## config.mk

```make
export PLATFORM = sky130hd
export DESIGN_NAME = serial_subtractor
export DESIGN_NICKNAME = d
export VERILOG_FILES = /design/src/rtl/serial_subtractor.sv
export SDC_FILE = /design/constraint.sdc
export NUM_CORES = 1
export LEC_CHECK = 0
export CAP_MARGIN = 20
export CORE_MARGIN = 2
export CORE_UTILIZATION = 49
export DETAILED_ROUTE_END_ITERATION = 6
export PLACE_DENSITY_LB_ADDON = 0.05
export SYNTH_ARGS = -nofsm -noshare
export SYNTH_HDL_FRONTEND = slang
export SYNTH_SLANG_ARGS = --single-unit
export TNS_END_PERCENT = 10
```

## constraint.sdc

```tcl
create_clock -name clk -period 1.4 [get_ports clk]
set_input_delay 0.35 -clock clk [delete_from_list [all_inputs] [get_ports clk]]
set_output_delay 0.35 -clock clk [all_outputs]
set_load 0.02 [all_outputs]
```

## src/rtl/serial_subtractor.sv

```systemverilog
// Bit-serial two's-complement subtractor: a - b computed LSB first as a + ~b + 1,
// with the carry held in a single flop between bits and valid/ready on both sides.
module serial_subtractor #(
  parameter int WIDTH = 8
) (
  input  logic             clk,
  input  logic             rst_n,
  input  logic             start_valid,
  output logic             start_ready,
  input  logic [WIDTH-1:0] a,
  input  logic [WIDTH-1:0] b,
  output logic             result_valid,
  input  logic             result_ready,
  output logic [WIDTH-1:0] diff,
  output logic             borrow,
  output logic             overflow,
  output logic             busy
);

  localparam int CNT_W = $clog2(WIDTH);
  localparam logic [CNT_W-1:0] LAST = CNT_W'(WIDTH - 1);

  typedef enum logic [1:0] {IDLE, RUN, DONE} state_t;

  state_t           state;
  logic [WIDTH-1:0] sa;
  logic [WIDTH-1:0] sb;
  logic             c;
  logic [CNT_W-1:0] cnt;
  logic             s;
  logic             c_next;

  // Full adder fed with the inverted subtrahend bit; returns {carry_out, sum}.
  function automatic logic [1:0] sub_bit(input logic x, input logic y, input logic cin);
    logic yn;
    yn = ~y;
    return {(x & yn) | (cin & (x ^ yn)), x ^ yn ^ cin};
  endfunction

  assign {c_next, s} = sub_bit(sa[0], sb[0], c);

  assign start_ready  = (state == IDLE);
  assign result_valid = (state == DONE);
  assign busy         = (state != IDLE);

  always_ff @(posedge clk or negedge rst_n) begin
    if (!rst_n) begin
      state    <= IDLE;
      sa       <= '0;
      sb       <= '0;
      c        <= 1'b1;
      cnt      <= '0;
      diff     <= '0;
      borrow   <= 1'b0;
      overflow <= 1'b0;
    end else begin
      case (state)
        IDLE: begin
          if (start_valid) begin
            sa    <= a;
            sb    <= b;
            c     <= 1'b1;
            cnt   <= '0;
            diff  <= '0;
            state <= RUN;
          end
        end
        RUN: begin
          // Sum bits enter at the MSB so bit 0 reaches diff[0] after WIDTH shifts.
          diff <= {s, diff[WIDTH-1:1]};
          sa   <= sa >> 1;
          sb   <= sb >> 1;
          c    <= c_next;
          cnt  <= cnt + 1'b1;
          if (cnt == LAST) begin
            overflow <= c ^ c_next;
            borrow   <= ~c_next;
            state    <= DONE;
          end
        end
        DONE: begin
          if (result_ready) state <= IDLE;
        end
        default: state <= IDLE;
      endcase
    end
  end

endmodule

```

# [Word level (Yosys, flattened, before mapping)]
# Index checks and enable logic that the tools add are counted.
[totals] register_bits=32 in_bits=20 out_inout_bits=13 elab_cells=43
[classes] add_sub_neg=1 n_eq_ne=6 n_mux=14 bitwise_logic=8 n_reduce_logical=6
[ops] cell="$pmux 8 s2" n=3
[ops] cell="$mux 8" n=3
[ops] cell="$mux 2" n=3
[ops] cell="$pmux 2 s3" n=1
[ops] cell="$pmux 3 s2" n=1
[ops] cell="$ne 2x2->1 const B" n=2
[ops] cell="$reduce_and 2->1" n=2
[ops] cell="$reduce_bool 2->1" n=2
[ops] cell="$add 3x1->3 const B" n=1
[ops] cell="$eq 3x3->1 const B" n=1
[ops] cell="$mux 3" n=1
[ops] cell="$reduce_and 3->1" n=1
[ops] cell="$xor 1x1->1" n=3
[ops] cell="$and 1x1->1" n=2
[ops] cell="$eq 2x1->1 const B" n=1
[ops] cell="$eq 2x2->1 const B" n=1
[ops] cell="$logic_not 2->1" n=1
[ops] cell="$ne 2x1->1 const B" n=1
[ops] cell="$not 1->1" n=2
[ops] cell="$pmux 1 s2" n=1
[ops] cell="$mux 1" n=1
[ops] cell="$or 1x1->1" n=1

# [Depth between registers and ports, before layout]
# Gate-level depths: netlist of the first run.
[logic_depth] ltp_word=5 depth_mapped=6 mapped_depth_nobuf=5

# [Least setup slack after synthesis of the first run]
# Ideal clock, no wire load.
[synth_path] kind="flip-flop to output port" from="register state[1]" to="output port start_ready" t_arrival_ps=1123 required_ps=1050 setup_slack_ps=-73 stages_incl_launch_ff=6 n_path_buf=2 path_cell_list="dfrtp_1 > buf_6 > inv_2 > buf_2 > nand2_1 > inv_1"
[synth_via] elab_chain_cells=1
[synth_rtl] element="from (decl)" line="25" rtl="state_t state;"
[synth_rtl] element="from (signal assigned)" line="48" rtl="state <= IDLE;"
[synth_rtl] element="from (signal assigned)" line="65" rtl="state <= RUN;"
[synth_rtl] element="from (signal assigned)" line="78" rtl="state <= DONE;"
[synth_rtl] element="$logic_not 2->1" line="42" rtl="assign start_ready = (state == IDLE);"
[synth_rtl] element="to (decl)" line="9" rtl="output logic start_ready,"
# Every way passes these cells.

# [Final worst setup path of the first run]
[layout_path] from="register state[1]" to="output port busy"
[layout_via] elab_chain_cells=1
[layout_rtl] element="$reduce_bool 2->1" line="44" rtl="assign busy = (state != IDLE);"
[layout_rtl] element="to (decl)" line="17" rtl="output logic busy"
# Every way passes these cells.

==> results of run 1 <==
==> power by group <==
part / internal (mW) / switching, mW / total, mW
clock network: 0.374 / 0.303 / 0.677
registers: 1.36 / 0.323 / 1.68
logic: 0.800 / 0.958 / 1.76
==> metal layers <==
layer  share of wire [%]  global-route usage [%]
met4                 1.8                    6.64
met5                   0                       0
met3                 5.7                    6.92
met1                  44                    24.3
met2                  49                    34.4
==> layout make-up <==
class / instances / area share [%]
timing repair buffer: 43 / 20.4
inverter: 5 / 1.01
clock inverter: 2 / 1.88
clock buffer: 6 / 2.21
multi-input combinational: 83 / 29.4
tap: 31 / 2.08
sequential: 32 / 43.0
==> stage by stage <==
step	total power, mW	setup TNS, ns	hold slack [ns]	instance area [sq um]
finish	4.12	0	0.395	1870
global route	4.42	-0.104	0.404	1870
CTS	4.18	-0.00215	0.396	1900
detailed placement	3.58	-4.01	0.480	1840
global placement	3.49	-3.00	0.461	1840
floorplan	2.96	0	0.0544	1440
==> synthesized netlist by cell type <==
cell type and instances:
dfrtp_1 31, o22ai_1 28, a21oi_1 16, a22o_1 10, o21ai_0 7, nand2_1 6
buf_2 5, nor2_1 4, buf_6 3, inv_1 3, buf_4 2, ha_1 2
inv_2 2, nand2b_4 2, nor2b_1 2, dfstp_2 1, fa_1 1, nand3b_1 1
nor2_4 1, o21bai_2 1, o31ai_1 1, xnor2_1 1
==> cell usage in the layout (no fill, tap or decap), types with 2 or more instances in the layout <==
cell type / Yosys / routed
a21oi_1: 16 / 16
a22o_1: 10 / 10
buf_12: 0 / 2
buf_4: 2 / 10
clkbuf_2: 0 / 8
clkbuf_4: 0 / 5
clkdlybuf4s15_1: 0 / 2
clkdlybuf4s50_1: 0 / 19
dfrtp_1: 31 / 31
ha_1: 2 / 2
inv_1: 3 / 2
inv_2: 2 / 3
nand2_1: 6 / 5
nand2b_4: 2 / 2
nor2_1: 4 / 4
nor2b_1: 2 / 2
o21ai_0: 7 / 7
o22ai_1: 28 / 28
==> cell families after synthesis <==
group / Yosys count / share of synthesized area [%]
xor gates and xnor gates: 1 / 0.608
buffers and inverters: 15 / 6.42
adders and majority gates: 3 / 3.12
AOI/OAI and AO/OA: 63 / 27.5
DFF: 32 / 55.6
and+or+nand+nor: 16 / 6.68
==> worst min-delay path by stage <==
stage | start | to | cells past startpoint
3_5_place_dp | overflow | overflow | 2
6_report | rst_n | state[0] | 2
2_1_floorplan | rst_n | borrow | 0
4_1_cts | rst_n | sb[0] | 2
3_3_place_gp | overflow | overflow | 2
5_1_grt | rst_n | sb[1] | 2
==> state kept, by name, indices dropped and copies added, names as in the netlist <==
name	cells
diff	8
c	1
sa	8
sb	8
borrow	1
state	2
overflow	1
cnt	3
==> timing repair <==
| action | CTS | global route |
|---|---|---|
| cloned | 0 | 0 |
| pin swaps | 0 | 1 |
| resized for setup | 32 | 11 |
| hold buffers | 0 | 0 |
| endpoints found under the setup margin | 13 | 12 |
==> critical path, delay by kind of cell, from the launching register on <==
kind	cells	cell delay (ns)
DFF	1	0.41
buffers and inverters	2	0.24
and+or+nand+nor	1	0.06
==> out/metrics.cfg, run 1 <==
[clock_tree]
worstSkewPairLatency_ns=0.33
cts.sinks=32
cts.reportedPaths.clkPinSlew_ns=0.09
cts_tree=done
clk_path_buf_depth=2
postCtsSetupRepairBufs=0
cts_max_level=2
cts-root-buf=clkbuf_4
cts_made_buffers=5

[power]
powerDensity_nw_per_um2=2200
irDropWorstVdd_mv=1.65
p_leak_nw=0.832

[die]
dieWidth_um=58.2
initial_core_util_pct=51.8
dieArea_sq_um=3390
core_sq_um=2780
ios=33
rows=19
die_y_um=58.2

[timing]
fmax_mhz=723
rsz0062_at_grt=yes
skew_ns=0.0105
max_slew_margin_pct=68.3
worst_pin_slew_ns=0.475
setup_slack_ns=0.0172
hold_viol=0
slew_violations=0
period_needed_ns=1.38
finalCritPeriodShare_pct=98.8
setup_violations=0

[route]
ant_nets=0
dr.pass1.iters=4
avgViaCountPerCell=5.88
drt-total-wl_um=2980
dr.first_iter.drc_count=40
drcViolationCount=0
wire_per_inst_um=14.7
vias=1187

[synth]
ys_types=22
syn_area_sq_um=1440
yosys_warnings=0
syn_avg_cell_area_sq_um=11.1
netlist.area_leader.share_pct=53.8
ys_ff_latch=32
synth_top_area_cell=dfrtp_1
seq_area_frac_synth_pct=55.6
netlist_instances=130
syn_nets=153
synthTopCellsByArea=dfrtp_1 (54%), o22ai_1 (12%), a22o_1 (6.1%)

[worst_setup_path]
cp_cell_sequence=inv_2, nand2_2, buf_2
start_kind=flip-flop
max_stage_delay_ns=0.41
r2r-end=diff[7]
crit_path_top_delay_cell=dfrtp_1
worstSetupPathType=reg2out
critical_path.max_fanout=4
end_kind=primary output
cp.required_ns=1.05
crit_end=busy
r2r_setup_slack_ns=0.10
reg2regPathDepth=2
critPathArrivalTime_ns=1.03
setup.worst_path.start=state[1]
timing.rr.start=c

[final_layout]
regArea_sq_um=802
fillers=241
drive_gt1_share_pct=22.2
antennaDiodeCount=0
area_delta_synth_final_pct=29.5
fin_nets=193
final_cell_count_no_fill=202
finish.utilization_pct=67.1
multi_input_area_sq_um=549

[placed_design]
io_buffers=32
place.gp.congestion=0.730
placed_cells=194
post-place-ws_ns=-0.196
dp_hpwl_um=2050

[run_status]
status=complete, no violations

[global_route]
grt_remaining_overflow=0
grt_max_degree=33
grt_pass1_wl_um=5130
grt_pass1_vias=1157
track_usage_pct=20.3
grt_antenna_before_repair=0

[run]
drv_cap=0

[hold_path]
holdCritPathClass=in2async

Note: power is estimated with default switching activity, not from simulation.
==> run 2, diff against run 1 <==
--- a/config.mk
+++ b/config.mk
@@ -10,6 +10,7 @@
 export CORE_UTILIZATION = 49
 export DETAILED_ROUTE_END_ITERATION = 6
 export PLACE_DENSITY_LB_ADDON = 0.05
+export SKIP_LAST_GASP = 1
 export SYNTH_ARGS = -nofsm -noshare
 export SYNTH_HDL_FRONTEND = slang
 export SYNTH_SLANG_ARGS = --single-unit
==> run 2 against run 1 <==
Compared with the run above:
- the run now ends with negative setup slack left
- critical path depth is 1 higher
- cell count did not move
- clock power barely moved
- register-to-register slack is essentially flat
- hold slack lost 0.0022 ns
==> out/metrics.cfg, run 2 (synthesis results as in run 1) <==
[run_status]
status=finished, violations left  ; was complete, no violations
violations=negative setup slack

[clock_tree]
cts_made_buffers=5  ; unchanged
worstSkewPairLatency_ns=0.33  ; about the same
clk_path_buf_depth=2  ; unchanged
cts.sinks=32  ; unchanged
cts_tree=done  ; unchanged
postCtsSetupRepairBufs=0  ; unchanged
cts.reportedPaths.clkPinSlew_ns=0.09  ; about the same
cts_max_level=2  ; unchanged
cts-root-buf=clkbuf_4  ; unchanged
cts_hold_buf=0  ; unchanged

[final_layout]
layout_commonest_cell=dfrtp_1  ; unchanged
layout_common_cells=dfrtp_1 (31), o22ai_1 (28), clkdlybuf4s50_1 (19)  ; unchanged
area_delta_synth_final_pct=31.9  ; was 29.5%
drive_gt1_share_pct=15.8  ; was 22.2%
fin_nets=193  ; unchanged
reg_top3=diff x8, sa x8, sb x8  ; unchanged
antennaDiodeCount=0  ; unchanged

[placed_design]
place.gp.congestion=0.730  ; unchanged
io_buffers=32  ; unchanged
dp_hpwl_um=2050  ; unchanged

[timing]
slew_violations=0  ; unchanged
max_slew_margin_pct=68.4  ; was 68.3%
hold_viol=0  ; unchanged
rsz0062_at_grt=yes  ; unchanged
period_needed_ns=1.58  ; was 1.38 ns
worst_pin_slew_ns=0.474  ; was 0.475 ns
finalCritPeriodShare_pct=113  ; was 98.8%
whs_ns=0.393  ; was 0.395 ns
fin_tns_setup_ns=-0.532  ; was 0 ns
skew_ns=0.0105  ; about the same
setup_violations=9  ; was 0
fmax_mhz=633  ; was 723 MHz
setup_slack_ns=-0.179  ; was 0.0172 ns

[worst_setup_path]
critPathArrivalTime_ns=1.23  ; was 1.03 ns
cp.required_ns=1.05  ; about the same
worstSetupPathType=reg2out  ; unchanged
start_kind=flip-flop  ; unchanged
critical_path.max_fanout=4  ; unchanged
end_kind=primary output  ; unchanged

[route]
drt-total-wl_um=2940  ; was 2980 um
ant_nets=0  ; unchanged
drcViolationCount=0  ; unchanged
avgViaCountPerCell=5.87  ; was 5.88
vias=1185  ; was 1187
dr.first_iter.drc_count=34  ; was 40
wire_per_inst_um=14.6  ; was 14.7 um
dr.pass1.iters=4  ; unchanged

[power]
p_leak_nw=0.872  ; was 0.832 nW
powerDensity_nw_per_um2=2170  ; was 2200 nW/um^2
irDropWorstVdd_mv=1.72  ; was 1.65 mV

[global_route]
grt_remaining_overflow=0  ; unchanged
track_usage_pct=20.3  ; about the same
grt_max_degree=33  ; unchanged
grt_pass1_wl_um=5110  ; was 5130 um
grt_pass1_vias=1151  ; was 1157
grt_antenna_before_repair=0  ; unchanged

[die]
initial_core_util_pct=51.8  ; unchanged
dieWidth_um=58.2  ; unchanged
die_y_um=58.2  ; unchanged
rows=19  ; unchanged
core_sq_um=2780  ; unchanged
ios=33  ; unchanged
dieArea_sq_um=3390  ; unchanged

[run]
drv_cap=0  ; unchanged

[hold_path]
holdCritPathClass=in2async  ; unchanged

run 2: area by class of cell:
class / instances / area [sq um]
fillers: 226 / 881
multi-input cells: 83 / 549
inverters: 5 / 18.8
clock buffers: 6 / 41.3
repair buffers: 43 / 415
flip-flops and latches: 32 / 802
clock inverters: 2 / 35.0
well taps: 31 / 38.8
run 2: repair_timing:
| item | in CTS | in global routing |
|---|---|---|
| pin swaps | 0 | 0 |
| endpoints found under the setup margin | 13 | 13 |
| gates resized for setup | 12 | 1 |
run 2: stage by stage:
| stage | area [sq um] | setup slack, ns | total power, mW | utilization, % | cells |
|---|---|---|---|---|---|
| 2_1_floorplan | 1440 | 0.0360 | 2.96 | - | 130 |
| 3_3_place_gp | 1840 | -0.135 | 3.49 | 66.0 | 194 |
| 3_5_place_dp | 1840 | -0.196 | 3.58 | 66.0 | 194 |
| 4_1_cts | 1900 | -0.247 | 4.16 | 68.2 | 202 |
| 5_1_grt | 1900 | -0.259 | 4.43 | 68.3 | 202 |
| 6_report | 1900 | -0.179 | 4.12 | 68.3 | 202 |
run 2: worst paths after layout:
kind,start,depth (start not counted),slack (ns),to
max,state[1],4,-0.18,start_ready
min,rst_n,2,0.39,sb[7]
max reg2reg,c,2,0.10,diff[7]
min reg2reg,overflow,2,0.48,overflow
max in group asynchronous,rst_n,2,0.77,c
min in group clk,overflow,2,0.48,overflow
run 2: layer usage:
layer  vias to the layer above  part of all wire, %  GRT usage [%]
met3                         5                  5.8           6.92
li1                        571                    -              -
met1                       574                   43           24.3
met5                         -                    0              0
met2                        35                   49           34.3
met4                         0                  1.5           6.64
run 2: where the power goes:
group	internal, mW	switching, mW
clock	0.374	0.303
sequential	1.36	0.316
combinational	0.817	0.949
total	2.55	1.57
run 2: worst max-delay path, stage by stage, from the launching register on:
cell and delay (ns):
dfrtp_1 0.41, inv_2 0.09, nand2_2 0.06, inv_2 0.03, dlygate4sd2_1 0.31
==> run 3, diff against run 2 <==
--- a/config.mk
+++ b/config.mk
@@ -6,7 +6,7 @@
 export NUM_CORES = 1
 export LEC_CHECK = 0
 export CAP_MARGIN = 20
-export CORE_MARGIN = 2
+export CORE_MARGIN = 1.5
 export CORE_UTILIZATION = 49
 export DETAILED_ROUTE_END_ITERATION = 6
 export PLACE_DENSITY_LB_ADDON = 0.05
==> run 3 against run 2 <==
Compared with the run above:
- wire length down 0.99%
- first-iteration DRC count down 26%
- cell area down 1.6%
- die area down 3.4%
- critical endpoint unchanged
- the run still ends with negative setup slack left
- sequential cell count unchanged
- largest power group unchanged
- clock skew down 0.0062 ns
- cell count down 1.5%
- critical path type unchanged
==> out/metrics.cfg, run 3 (synthesis results as in run 1) <==
[route]
avgViaCountPerCell=5.90  ; was 5.87
dr.first_iter.drc_count=25  ; was 34
dr.pass1.iters=4  ; unchanged
wire_per_inst_um=14.6  ; about the same
drcViolationCount=0  ; unchanged
ant_nets=0  ; unchanged
drt-total-wl_um=2910  ; was 2940 um
vias=1174  ; was 1185

[worst_setup_path]
setup.worst_path.start=state[1]  ; unchanged
crit_path_top_delay_cell=dfrtp_1  ; unchanged
path_buf_inv=3  ; unchanged
start_kind=flip-flop  ; unchanged
crit_cells=4  ; unchanged
critical_path.max_fanout=4  ; unchanged
crit_end=start_ready  ; unchanged
cp.required_ns=1.05  ; about the same
critPathTopFamily=buffers and inverters  ; unchanged
timing.rr.start=c  ; unchanged
r2r-end=diff[7]  ; unchanged
reg2regPathDepth=2  ; unchanged
max_stage_delay_ns=0.40  ; was 0.41 ns
cpMostUsedCell=inv_2  ; unchanged
critPathArrivalTime_ns=1.24  ; was 1.23 ns
end_kind=primary output  ; unchanged
worstSetupPathType=reg2out  ; unchanged
r2r_setup_slack_ns=0.12  ; was 0.10 ns
cp_cell_sequence=inv_2, nand2_2, inv_2, dlygate4sd2_1  ; unchanged

[power]
p_leak_nw=0.853  ; was 0.872 nW
powerDensity_nw_per_um2=2210  ; was 2170 nW/um^2
irDropWorstVdd_mv=1.63  ; was 1.72 mV

[final_layout]
area_delta_synth_final_pct=29.7  ; was 31.9%
finish.utilization_pct=67.2  ; was 68.3%
fin_nets=190  ; was 193
reg_top3=diff x8, sa x8, sb x8  ; unchanged
multi_input_area_sq_um=549  ; unchanged
regArea_sq_um=802  ; unchanged
layout_commonest_cell=dfrtp_1  ; unchanged
antennaDiodeCount=0  ; unchanged
fillers=227  ; was 226
drive_gt1_share_pct=14.9  ; was 15.8%
layout_common_cells=dfrtp_1 (31), o22ai_1 (28), clkdlybuf4s50_1 (19)  ; unchanged

[timing]
setup_slack_ns=-0.192  ; was -0.179 ns
max_slew_margin_pct=80.5  ; was 68.4%
period_needed_ns=1.59  ; was 1.58 ns
setup_violations=10  ; was 9
slew_violations=0  ; unchanged
fmax_mhz=628  ; was 633 MHz
worst_pin_slew_ns=0.291  ; was 0.474 ns
rsz0062_at_grt=yes  ; unchanged
skew_ns=0.00426  ; was 0.0105 ns
fin_tns_setup_ns=-0.511  ; was -0.532 ns
finalCritPeriodShare_pct=114  ; was 113%
hold_viol=0  ; unchanged
whs_ns=0.373  ; was 0.393 ns

[placed_design]
io_buffers=32  ; unchanged
post-place-ws_ns=-0.226  ; was -0.196 ns
dp_hpwl_um=2030  ; was 2050 um
place.gp.congestion=0.704  ; was 0.730

[run_status]
status=finished, violations left  ; unchanged
violations=negative setup slack  ; unchanged

[die]
die_y_um=57.2  ; was 58.2 um
ios=33  ; unchanged
rows=19  ; unchanged
dieWidth_um=57.2  ; was 58.2 um
dieArea_sq_um=3280  ; was 3390 sq um
core_sq_um=2780  ; unchanged
initial_core_util_pct=51.8  ; unchanged

[global_route]
grt_remaining_overflow=0  ; unchanged
grt_max_degree=33  ; unchanged
grt_pass1_vias=1135  ; was 1151
grt_pass1_wl_um=5060  ; was 5110 um
track_usage_pct=20.2  ; was 20.3%
grt_antenna_before_repair=0  ; unchanged

[clock_tree]
worstSkewPairLatency_ns=0.33  ; about the same
postCtsSetupRepairBufs=0  ; unchanged
cts.sinks=32  ; unchanged
cts.reportedPaths.clkPinSlew_ns=0.10  ; was 0.09 ns
cts_tree=done  ; unchanged
cts_made_buffers=5  ; unchanged
cts_max_level=2  ; unchanged
clk_path_buf_depth=2  ; unchanged
cts_hold_buf=0  ; unchanged
cts-root-buf=clkbuf_4  ; unchanged

[run]
drv_cap=0  ; unchanged

[hold_path]
holdCritPathClass=in2async  ; unchanged

-- run 3: cell types whose count changed in the layout (fill, tap and decap cells not counted) --
cell,delta
buf_12,-1
buf_4,-2
clkbuf_1,-1
clkinvlp_4,+1
-- run 3: metrics by stage --
stage,std cells,power [mW],area (sq um)
finish,199,4.13,1870
global route,199,4.44,1870
CTS,199,4.18,1870
detailed placement,191,3.59,1800
global placement,191,3.50,1800
floorplan,130,2.96,1440
-- run 3: layout make-up --
class / count / share of cell area [%]
clock buffer: 5 / 2.01
sequential: 32 / 42.9
timing repair buffer: 40 / 20.3
clock inverter: 3 / 2.28
tap: 31 / 2.07
multi-input combinational: 83 / 29.4
inverter: 5 / 1.00
-- run 3: worst min-delay path by stage --
stage              from        to  slack, ns  depth (start not counted)
2_1_floorplan     rst_n    borrow       0.05                          0
3_3_place_gp   overflow  overflow       0.46                          2
3_5_place_dp     borrow    borrow       0.48                          2
4_1_cts           rst_n   diff[5]       0.37                          2
5_1_grt           rst_n   diff[5]       0.37                          2
6_report          rst_n   diff[5]       0.37                          2
-- run 3: what timing repair did --
action,CTS,global route
gates resized for setup,12,1
setup endpoints to repair,13,13
gates cloned,0,0
-- run 3: metal layers --
layer  track usage, %  vias up  wire, um
met4             6.98        0        35
met3             7.48        6       181
li1                 -      566         -
met5                0        -         0
met1             24.6      569      1270
met2             33.3       33      1420
-- run 3: report_power, final --
part           internal [mW]  leakage (nW)  total [mW]  switching, mW
clock network          0.372        0.0412       0.687          0.315
registers               1.36         0.389        1.67          0.311
logic                  0.817         0.423        1.78          0.959
total                   2.55         0.853        4.13           1.58
